===== src/rtl/pipe_trace_monitor_if.sv =====
// Retire-trace read port of pipe_trace_monitor.
// The monitor drives the FWFT head; the consumer drives the pop.
interface pipe_trace_monitor_if #(
  parameter int TRACE_DEPTH = 16
);
  localparam int CW = $clog2(TRACE_DEPTH) + 1;

  logic          i_trace_rd;
  logic          o_trace_valid;
  logic [31:0]   o_trace_pc;
  logic [31:0]   o_trace_instr;
  logic [CW-1:0] o_trace_count;
  logic          o_trace_ovf;

  modport master (
    input  i_trace_rd,
    output o_trace_valid,
    output o_trace_pc,
    output o_trace_instr,
    output o_trace_count,
    output o_trace_ovf
  );

  modport slave (
    output i_trace_rd,
    input  o_trace_valid,
    input  o_trace_pc,
    input  o_trace_instr,
    input  o_trace_count,
    input  o_trace_ovf
  );
endinterface


===== src/rtl/pipe_trace_monitor.sv =====
// Pipeline performance/trace monitor: event counters, retire trace
// FIFO, store-address watchpoints and a halt/timeout run controller.
module pipe_trace_monitor #(
  parameter int CNT_W       = 32,
  parameter int TRACE_DEPTH = 16,
  parameter int N_WATCH     = 2,
  parameter int DRAIN_CYC   = 1
) (
  input  logic                 clk,
  input  logic                 reset,
  input  logic                 i_start,
  input  logic                 i_clear,
  input  logic                 i_wb_valid,
  input  logic [31:0]          i_wb_pc,
  input  logic [31:0]          i_wb_instr,
  input  logic                 i_hazard_stall,
  input  logic                 i_cache_stall,
  input  logic                 i_flush,
  input  logic [1:0]           i_forwardA,
  input  logic [1:0]           i_forwardB,
  input  logic                 i_mem_access,
  input  logic                 i_cache_hit,
  input  logic                 i_mem_write,
  input  logic [31:0]          i_mem_addr,
  input  logic [31:0]          i_mem_wdata,
  input  logic [N_WATCH-1:0]   i_watch_en,
  input  logic [N_WATCH*32-1:0] i_watch_addr,
  input  logic                 i_halt_en,
  input  logic [31:0]          i_halt_val,
  input  logic [31:0]          i_halt_ref,
  input  logic [CNT_W-1:0]     i_timeout,
  pipe_trace_monitor_if.master trace,
  output logic [CNT_W-1:0]     o_cycles,
  output logic [CNT_W-1:0]     o_retired,
  output logic [CNT_W-1:0]     o_hz_stalls,
  output logic [CNT_W-1:0]     o_c_stalls,
  output logic [CNT_W-1:0]     o_flushes,
  output logic [CNT_W-1:0]     o_fwds,
  output logic [CNT_W-1:0]     o_hits,
  output logic [CNT_W-1:0]     o_misses,
  output logic [N_WATCH-1:0]   o_watch_hit,
  output logic [N_WATCH*32-1:0] o_watch_data,
  output logic [1:0]           o_state,
  output logic                 o_done,
  output logic                 o_timeout
);

  localparam int AW = $clog2(TRACE_DEPTH);
  localparam int CW = AW + 1;
  localparam int DW = $clog2(DRAIN_CYC + 1);

  typedef enum logic [1:0] {
    IDLE  = 2'd0,
    RUN   = 2'd1,
    DRAIN = 2'd2,
    DONE  = 2'd3
  } state_t;

  state_t        state, nxt;
  logic          done_q;
  logic [DW-1:0] drain_cnt;
  logic          to_go;
  logic          to_flag;

  logic active;
  logic halt_hit;
  logic to_hit;
  logic drain_last;

  assign active   = (state == RUN) || (state == DRAIN);
  assign halt_hit = i_halt_en && (i_halt_val == i_halt_ref);
  assign to_hit   = (i_timeout != '0)
                 && (o_cycles == i_timeout - CNT_W'(1));
  assign drain_last = (drain_cnt == DW'(DRAIN_CYC - 1));

  always_comb begin
    nxt   = state;
    to_go = 1'b0;
    unique case (state)
      IDLE:  if (i_start) nxt = RUN;
      RUN: begin
        if (halt_hit) begin
          nxt = DRAIN;
        end else if (to_hit) begin
          nxt   = DRAIN;
          to_go = 1'b1;
        end
      end
      DRAIN: if (drain_last) nxt = DONE;
      DONE:  nxt = DONE;
      default: nxt = IDLE;
    endcase
    if (i_clear) begin
      nxt   = IDLE;
      to_go = 1'b0;
    end
  end

  always_ff @(posedge clk) begin
    if (!reset) begin
      state     <= IDLE;
      done_q    <= 1'b0;
      drain_cnt <= '0;
      to_flag   <= 1'b0;
    end else begin
      state   <= nxt;
      done_q  <= (nxt == DONE);
      if (state == DRAIN && nxt == DRAIN)
        drain_cnt <= drain_cnt + DW'(1);
      else
        drain_cnt <= '0;
      if (i_clear)    to_flag <= 1'b0;
      else if (to_go) to_flag <= 1'b1;
    end
  end

  function automatic logic [CNT_W-1:0] sat(
    input logic [CNT_W-1:0] v,
    input logic             en
  );
    return (en && v != '1) ? v + CNT_W'(1) : v;
  endfunction

  logic retire;
  logic miss_ev;
  logic miss_pend;
  logic stall_q;

  assign retire  = i_wb_valid && (i_wb_instr != 32'h0000_0013)
                && (i_wb_instr != 32'h0000_0000);
  assign miss_ev = i_mem_access && !i_cache_hit && !miss_pend;

  always_ff @(posedge clk) begin
    if (!reset || i_clear) begin
      o_cycles    <= '0;
      o_retired   <= '0;
      o_hz_stalls <= '0;
      o_c_stalls  <= '0;
      o_flushes   <= '0;
      o_fwds      <= '0;
      o_hits      <= '0;
      o_misses    <= '0;
      miss_pend   <= 1'b0;
      stall_q     <= 1'b0;
    end else begin
      stall_q <= i_cache_stall;
      if (active) begin
        o_cycles    <= sat(o_cycles, 1'b1);
        o_retired   <= sat(o_retired, retire);
        o_hz_stalls <= sat(o_hz_stalls, i_hazard_stall);
        o_c_stalls  <= sat(o_c_stalls, i_cache_stall);
        o_flushes   <= sat(o_flushes, i_flush);
        o_fwds      <= sat(o_fwds,
                           (i_forwardA != 2'b00) || (i_forwardB != 2'b00));
        o_hits      <= sat(o_hits,
                           i_mem_access && i_cache_hit && !i_cache_stall);
        o_misses    <= sat(o_misses, miss_ev);
        if (miss_ev)                         miss_pend <= 1'b1;
        else if (stall_q && !i_cache_stall) miss_pend <= 1'b0;
      end
    end
  end

  logic [63:0]   mem [TRACE_DEPTH];
  logic [AW-1:0] wr_ptr, rd_ptr;
  logic [CW-1:0] cnt;
  logic          ovf;
  logic          push, pop, full;

  assign push = active && retire;
  assign pop  = trace.i_trace_rd && (cnt != '0);
  assign full = (cnt == CW'(TRACE_DEPTH));

  always_ff @(posedge clk) begin
    if (push) mem[wr_ptr] <= {i_wb_pc, i_wb_instr};
  end

  // A full push without a pop overwrites the oldest slot in place.
  always_ff @(posedge clk) begin
    if (!reset || i_clear) begin
      wr_ptr <= '0;
      rd_ptr <= '0;
      cnt    <= '0;
      ovf    <= 1'b0;
    end else begin
      unique case ({push, pop})
        2'b11: begin
          wr_ptr <= wr_ptr + AW'(1);
          rd_ptr <= rd_ptr + AW'(1);
        end
        2'b10: begin
          wr_ptr <= wr_ptr + AW'(1);
          if (full) begin
            rd_ptr <= rd_ptr + AW'(1);
            ovf    <= 1'b1;
          end else begin
            cnt <= cnt + CW'(1);
          end
        end
        2'b01: begin
          rd_ptr <= rd_ptr + AW'(1);
          cnt    <= cnt - CW'(1);
        end
        default: ;
      endcase
    end
  end

  always_ff @(posedge clk) begin
    if (!reset || i_clear) begin
      o_watch_hit  <= '0;
      o_watch_data <= '0;
    end else if (active && i_mem_write) begin
      for (int k = 0; k < N_WATCH; k++) begin
        if (i_watch_en[k]
            && i_mem_addr == i_watch_addr[32*k +: 32]) begin
          o_watch_hit[k]          <= 1'b1;
          o_watch_data[32*k +: 32] <= i_mem_wdata;
        end
      end
    end
  end

  assign trace.o_trace_valid = (cnt != '0);
  assign trace.o_trace_pc    = mem[rd_ptr][63:32];
  assign trace.o_trace_instr = mem[rd_ptr][31:0];
  assign trace.o_trace_count = cnt;
  assign trace.o_trace_ovf   = ovf;

  assign o_state   = state;
  assign o_done    = done_q;
  assign o_timeout = to_flag;

endmodule


===== src/flat_wrapper.sv =====
// flat-port wrapper written by rule: the top's interface ports become plain ports
module pipe_trace_monitor_flat 
#(
  parameter int CNT_W       = 32,
  parameter int TRACE_DEPTH = 16,
  parameter int N_WATCH     = 2,
  parameter int DRAIN_CYC   = 1
)
  (clk, reset, i_start, i_clear, i_wb_valid, i_wb_pc, i_wb_instr, i_hazard_stall, i_cache_stall, i_flush, i_forwardA, i_forwardB, i_mem_access, i_cache_hit, i_mem_write, i_mem_addr, i_mem_wdata, i_watch_en, i_watch_addr, i_halt_en, i_halt_val, i_halt_ref, i_timeout, o_cycles, o_retired, o_hz_stalls, o_c_stalls, o_flushes, o_fwds, o_hits, o_misses, o_watch_hit, o_watch_data, o_state, o_done, o_timeout, trace_i_trace_rd, trace_o_trace_valid, trace_o_trace_pc, trace_o_trace_instr, trace_o_trace_count, trace_o_trace_ovf);
  pipe_trace_monitor_if #(.TRACE_DEPTH(TRACE_DEPTH)) trace_i ();
  input  logic clk;
  input  logic reset;
  input  logic i_start;
  input  logic i_clear;
  input  logic i_wb_valid;
  input  logic [31:0] i_wb_pc;
  input  logic [31:0] i_wb_instr;
  input  logic i_hazard_stall;
  input  logic i_cache_stall;
  input  logic i_flush;
  input  logic [1:0] i_forwardA;
  input  logic [1:0] i_forwardB;
  input  logic i_mem_access;
  input  logic i_cache_hit;
  input  logic i_mem_write;
  input  logic [31:0] i_mem_addr;
  input  logic [31:0] i_mem_wdata;
  input  logic [N_WATCH-1:0] i_watch_en;
  input  logic [N_WATCH*32-1:0] i_watch_addr;
  input  logic i_halt_en;
  input  logic [31:0] i_halt_val;
  input  logic [31:0] i_halt_ref;
  input  logic [CNT_W-1:0] i_timeout;
  output logic [CNT_W-1:0] o_cycles;
  output logic [CNT_W-1:0] o_retired;
  output logic [CNT_W-1:0] o_hz_stalls;
  output logic [CNT_W-1:0] o_c_stalls;
  output logic [CNT_W-1:0] o_flushes;
  output logic [CNT_W-1:0] o_fwds;
  output logic [CNT_W-1:0] o_hits;
  output logic [CNT_W-1:0] o_misses;
  output logic [N_WATCH-1:0] o_watch_hit;
  output logic [N_WATCH*32-1:0] o_watch_data;
  output logic [1:0] o_state;
  output logic o_done;
  output logic o_timeout;
  input wire logic [$bits(trace_i.i_trace_rd)-1:0] trace_i_trace_rd;
  output wire logic [$bits(trace_i.o_trace_valid)-1:0] trace_o_trace_valid;
  output wire logic [$bits(trace_i.o_trace_pc)-1:0] trace_o_trace_pc;
  output wire logic [$bits(trace_i.o_trace_instr)-1:0] trace_o_trace_instr;
  output wire logic [$bits(trace_i.o_trace_count)-1:0] trace_o_trace_count;
  output wire logic [$bits(trace_i.o_trace_ovf)-1:0] trace_o_trace_ovf;
  assign trace_i.i_trace_rd = trace_i_trace_rd;
  assign trace_o_trace_valid = trace_i.o_trace_valid;
  assign trace_o_trace_pc = trace_i.o_trace_pc;
  assign trace_o_trace_instr = trace_i.o_trace_instr;
  assign trace_o_trace_count = trace_i.o_trace_count;
  assign trace_o_trace_ovf = trace_i.o_trace_ovf;
  pipe_trace_monitor #(.CNT_W(CNT_W), .TRACE_DEPTH(TRACE_DEPTH), .N_WATCH(N_WATCH), .DRAIN_CYC(DRAIN_CYC)) u_core (.clk(clk), .reset(reset), .i_start(i_start), .i_clear(i_clear), .i_wb_valid(i_wb_valid), .i_wb_pc(i_wb_pc), .i_wb_instr(i_wb_instr), .i_hazard_stall(i_hazard_stall), .i_cache_stall(i_cache_stall), .i_flush(i_flush), .i_forwardA(i_forwardA), .i_forwardB(i_forwardB), .i_mem_access(i_mem_access), .i_cache_hit(i_cache_hit), .i_mem_write(i_mem_write), .i_mem_addr(i_mem_addr), .i_mem_wdata(i_mem_wdata), .i_watch_en(i_watch_en), .i_watch_addr(i_watch_addr), .i_halt_en(i_halt_en), .i_halt_val(i_halt_val), .i_halt_ref(i_halt_ref), .i_timeout(i_timeout), .trace(trace_i), .o_cycles(o_cycles), .o_retired(o_retired), .o_hz_stalls(o_hz_stalls), .o_c_stalls(o_c_stalls), .o_flushes(o_flushes), .o_fwds(o_fwds), .o_hits(o_hits), .o_misses(o_misses), .o_watch_hit(o_watch_hit), .o_watch_data(o_watch_data), .o_state(o_state), .o_done(o_done), .o_timeout(o_timeout));
endmodule

===== config.mk =====
export PLATFORM = sky130hd
export DESIGN_NAME = pipe_trace_monitor_flat
export DESIGN_NICKNAME = d
export VERILOG_FILES = /design/src/rtl/pipe_trace_monitor_if.sv /design/src/rtl/pipe_trace_monitor.sv /design/src/flat_wrapper.sv
export SDC_FILE = /design/constraint.sdc
export NUM_CORES = 2
export LEC_CHECK = 0
export ABC_AREA = 1
export BUFFER_PORTS_ARGS = -buffer_cell sky130_fd_sc_hd__buf_2
export CAP_MARGIN = 20
export CORE_ASPECT_RATIO = 1.2
export CORE_UTILIZATION = 45
export CTS_CLUSTER_DIAMETER = 40
export DETAILED_ROUTE_END_ITERATION = 6
export GPL_TIMING_DRIVEN = 0
export HOLD_SLACK_MARGIN = 0.08
export PLACE_DENSITY_LB_ADDON = 0.12
export SYNTH_ARGS = -nofsm -noshare
export SYNTH_HDL_FRONTEND = slang
export SYNTH_SLANG_ARGS = --single-unit
export TNS_END_PERCENT = 50

===== constraint.sdc =====
create_clock -name clk -period 6.8 [get_ports clk]
set_input_delay 1.36 -clock clk [delete_from_list [all_inputs] [get_ports clk]]
set_output_delay 1.36 -clock clk [all_outputs]
set_load 0.02 [all_outputs]

# Word level (Yosys, flattened, before mapping)
# Memory sizes are Yosys's and may differ from the RTL's. A register that Yosys moved wholly into a read port is not among the register bits.
# Index checks and enable logic that the tools add are counted.
# word_totals
elab_cells	138
ff_bits	343
ram_bits	1024
input_bits	307
memories	1
# memory_table
memory	words	word_bits	rd	rd_clocked_by_memory_dff	write_ports	line_no	rtl
u_core.mem	16	64	1	1	1	pipe_trace_monitor.sv:164	logic [63:0] mem [TRACE_DEPTH];
# classes
addsub	14
bitwise	1
n_reduce_logical	56
mux	20
eq_ne	24
# ops
operator	n
adder 32 x 1 -> 32 bit (second input constant)	8
!= test 32 bit (second input constant)	8
equality test 32 bit	4
nonzero test 32 bit	2
!= test 32 x 5 -> 1 bit (second input constant)	1
subtractor 32 x 1 -> 32 bit (second input constant)	1
AND reduction 2 bit	15
logical AND 1 bit	22
equality test 2 bit (second input constant)	6
2-to-1 mux 4 bit	3
2-to-1 mux 2 bit	5
one-hot mux 5 bit (2 select lines)	1
nonzero test 2 bit	5
adder 4 x 1 -> 4 bit (second input constant)	2
2-to-1 mux 1 bit	8
one-hot mux 2 bit (4 select lines)	1
one-hot mux 4 bit (2 select lines)	1
OR reduction 2 bit	3
adder 5 x 1 -> 5 bit (second input constant)	1
equality test 5 bit (second input constant)	1
2-to-1 mux 5 bit	1
nonzero test 5 bit	1
subtractor 5 x 1 -> 5 bit (second input constant)	1
equality test 2 x 1 -> 1 bit (second input constant)	2
7 further kinds	12

# Logic depth before layout (Yosys ltp)
# depth
depth_word	10
depth_mapped	20

# Least setup slack after synthesis
# Ideal clock, no wire load.
# synth_timing
kind	input to register
start	in i_wb_instr[0]
end	mem u_core.mem[11][0] (enable)
cell_stages	8
path_slack_ns	1.399
arrival_time_ns	4.914
cell_sequence	nor2_1 -> o21a_1 -> and3_1 -> nand3_1 -> nand3_1 -> inv_2 -> nand2_1 -> nor2_1
# synth_between
elab_chain_cells	6
# synth_rtl
item	line_no	rtl
from (decl)	flat_wrapper.sv:17	input logic [31:0] i_wb_instr;
!= test 32 x 5 -> 1 bit	pipe_trace_monitor.sv:129	assign retire = i_wb_valid && (i_wb_instr != 32'h0000_0013)
logical AND 1 bit	pipe_trace_monitor.sv:129	
logical AND 1 bit *	pipe_trace_monitor.sv:130	&& (i_wb_instr != 32'h0000_0000);
logical AND 1 bit *	pipe_trace_monitor.sv:170	assign push = active && retire;
2-to-1 mux 1 bit *	pipe_trace_monitor.sv:175	if (push) mem[wr_ptr] <= {i_wb_pc, i_wb_instr};
2-to-1 mux 1 bit (not written as such) *	pipe_trace_monitor.sv:175	
to (decl)	pipe_trace_monitor.sv:164	
# Every way passes the cells marked *; elsewhere a longest branch is shown, timed or not.

==> results.md <==
- Outcome: finished clean
- GR Util All Layers: 31.8%
- Placed Instances: 8,248
- Hold endpoint: u_core.o_watch_data[32]
- Worst EP arrival: 4.84 ns
- Switching share of power: 23.9%
- Max Cap Viol: 0
- Mapped Area: 60,300 um^2
- Max-slew headroom: 18.3%
- Top FF cell, synth: edfxtp_1
- Final design utilization: 55.2%
- Min Tclk post-route: 6.20 ns
- Synth Instances: 5,711
- Crit-path max FO: 10
- Non-Filler Instances: 8,574
- P_leak: 26.0 nW
- Pwr Total: 19.4 mW
- CTS tree: built
- Max Root-Sink Buffers: 3
- Residual DRC: 0
- Post-CTS Hold Fix Bufs: 0
- Synth cell types: 61
- VDD IR max: 0.000240 V
- Overall routed net length: 218,000 um
- Synth top area cells: edfxtp_1, dfxtp_1, mux2i_1, nand2_1, inv_1
- I/O pin count: 704
- Die Height: 403 um
- FP Rows: 146
- Min-delay src: u_core.o_watch_data[32]
- Max stage delay cell, worst path: clkbuf_1
- First-pass DRT Iterations: 5
- Peak Freq: 161 MHz
- Layout Nets: 6,974
- Met1 WL: 80,900 um
- Hold Crit Depth: 2
- DR WL/cell: 25.5 um
- Clock Sinks: 1,371
- Vias in the first global route: 45,900
- Final antenna-violating net count: 0
- Clock Skews: 0.0344 ns
- Core area: 132,000 um^2
- Crit path top cell by count: clkbuf_1
- Post-synth EDFFs: 1,024
- Data required, critical path: 5.44 ns
- Metal3 WL: 14,500 um
- Worst setup EP type: output pin
- Syn Area/Cell: 10.6 um^2
- GRT Residual Overflow: 0
- Initial antenna violation count: 29
- Delay of the slowest critical-path stage: 0.93 ns
- Top sig layer: met5
- Synthesis Warnings: 0
- Die W: 336 um
- Post-Place Setup Slack: 1.53 ns
- Post-synthesis register bit count: 1,371
- R2R Path Start: u_core.o_state[1]
- Clock transition at path regs: 0.06 ns
- Cell with the most instances after synthesis: edfxtp_1
- Comb pwr share: 6.8%
- Sequential cell area fraction in the yosys report: 62.5%
- Reg2reg end: u_core.mem[9][49]
- Wire length of the first global-routing pass: 311,000 um
- Flop pwr share: 46.4%
- H-tree Lvls: 4
- Fin area: 73,100 um^2
- Largest net degree at the start of global routing: 25
- Layout cells sized above 1: 17.5%
- Initial core utilization: 45.5%
- CP delay by family, top: buffers and inverters
- Path depth of the worst reg2reg path: 10
- Share of the synthesized area in the top cell type: 51.0%
- Final setup margin: 0.599 ns
- DIE AREA: 135,000 um^2
- CTS Buf Count: 170
- Ys async rst share: 0%
- Period utilization: 91.2%
- Internal power: 14.8 mW
- R2R setup slack: 2.96 ns
- CP Class: reg -> out
- Synth cell count leaders: edfxtp_1, nand2_1, inv_1, a21oi_1, o21ai_0
- Leading area contributor after synthesis: edfxtp_1
- Placed Area: 67,300 um^2
- Syn_nets: 6,041
- Post-detail-place hpwl: 161,000 um
- Setup Fix Bufs, Post-CTS: 0
- Max Transition Viols Final: 0
- CP Cell Sequence: clkbuf_1, inv_1, clkbuf_1, clkbuf_1, buf_1, o211ai_1, o211ai_1, nand2_1, buf_2
- RSZ-0062 raised after global routing: no
- Root Driver: clkbuf_16
- Vias: 47,500
- Final hold viol count: 0
- Clock share of power: 46.8%
- Clock Latency Late Sink: 0.81 ns
- Area delta synth->final: 21.2%
- Post_cts resized: 0
- DR WL met2: 109,000 um
- Min-delay worst type: reg -> reg
- CP Launch Type: flop
- Buf+Inv Stages, Crit Path: 6
- Routability congestion estimate: 0.999
- Worst Tran Pin Value: 1.22 ns
- Endpoints failing setup: 0
- DR vias/cell: 5.54
- NetSw: 4.64 mW
- Port buffer count: 703
- Pwr/cell area: 266 nW/um^2
- Starting DRC count in detailed routing: 3,967
## registers in the layout, summed over array words and instances (netlist names), 4 cells and up, named ones only
register and cells:
u_core.o_watch_data 64, u_core.o_hz_stalls 32, u_core.mem 1024, u_core.o_c_stalls 32, u_core.o_flushes 32, u_core.wr_ptr 4, u_core.rd_ptr 4, u_core.trace.o_trace_count 5
u_core.o_retired 32, u_core.o_cycles 32, u_core.o_fwds 32, u_core.o_misses 32, u_core.o_hits 32
## layout make-up
| type | instances | area, um^2 |
|---|---|---|
| clock buffer | 194 | 4460 |
| tap | 1776 | 2220 |
| sequential | 1371 | 37700 |
| multi-input combinational | 3409 | 19200 |
| timing repair buffer | 761 | 4710 |
| fill | 11700 | 59400 |
| inverter | 680 | 2550 |
| antenna | 12 | 30.0 |
| buffer | 251 | 1010 |
| clock inverter | 120 | 1240 |
## power groups by stage
| stage | combinational (mW) | sequential (mW) | clock, mW |
|---|---|---|---|
| 2_1_floorplan | 0.670 | 9.20 | 0 |
| 3_3_place_gp | 1.28 | 9.20 | 0 |
| 3_5_place_dp | 1.31 | 9.20 | 0 |
| 4_1_cts | 1.32 | 9.02 | 9.20 |
| 5_1_grt | 1.42 | 9.02 | 9.51 |
| 6_report | 1.32 | 9.02 | 9.09 |
## kinds of logic (layout without fill, tap and decap cells)
kind of cell    count (synthesis)  after routing  share of synthesized area [%]
compound gates               1298           1298                           12.1
xor+xnor                      140            140                           2.03
fa+ha+maj                      23             23                          0.490
buf+inv                       931           2006                           5.92
flops                        1371           1371                           62.5
mux                           256            256                           4.25
other cells                     0             12                              0
simple gates                 1692           1692                           12.7
## worst max-delay path by stage
stage | endpoint | slack (ns) | depth (start not counted)
6_report | trace_o_trace_pc[24] | 0.60 | 9
5_1_grt | trace_o_trace_pc[24] | 0.58 | 9
4_1_cts | trace_o_trace_pc[24] | 0.65 | 9
3_5_place_dp | trace_o_trace_pc[24] | 1.53 | 9
3_3_place_gp | u_core.mem[3][37] | -3.33 | 9
2_1_floorplan | u_core.mem[11][0] | 1.40 | 8
## worst reg2reg max path, stage by stage (launching register included)
cell,delay [ns]
dfxtp_1,0.43
inv_1,0.10
ha_1,0.27
buf_2,0.38
nand3_1,0.40
inv_2,0.30
nand2_1,0.28
nor2_4,0.67
buf_12,0.28
buf_12,0.22
buf_16,0.20
## per-layer routing
metal | vias up | global-route usage (%)
li1 | 22000 | -
met5 | - | 0
met4 | 26 | 19.4
met3 | 533 | 5.70
met1 | 23000 | 36.3
met2 | 1863 | 55.0
## metrics by stage
stage | TNS [ns] | hold slack [ns]
4_1_cts | 0 | 0.441
6_report | 0 | 0.441
5_1_grt | 0 | 0.461
3_5_place_dp | 0 | 0.433
3_3_place_gp | -2987.48 | 0.431
2_1_floorplan | 0 | 0.455
## cell usage in the layout, fill, tap and decap left out, types with 12 or more instances in the layout
master / instances
clkinv_2: 21
nor3b_1: 26
nor3_1: 152
buf_1: 23
nor4_1: 51
inv_6: 16
inv_2: 19
dfxtp_1: 347
nand4_1: 82
mux2i_1: 256
o21a_1: 21
edfxtp_1: 1024
nor2_1: 395
inv_1: 660
xor2_1: 86
clkinv_1: 27
clkbuf_16: 173
nand3_1: 203
xnor2_1: 54
clkinvlp_4: 18
o21ai_0: 484
clkbuf_1: 201
and3_1: 14
a21oi_1: 485
ha_1: 22
clkinv_4: 13
nand2_1: 671
or2_2: 19
diode_2: 12
buf_12: 36
bufinv_16: 16
nor2_4: 18
buf_2: 739
o211ai_1: 258
(Power assumes the default switching activity.)
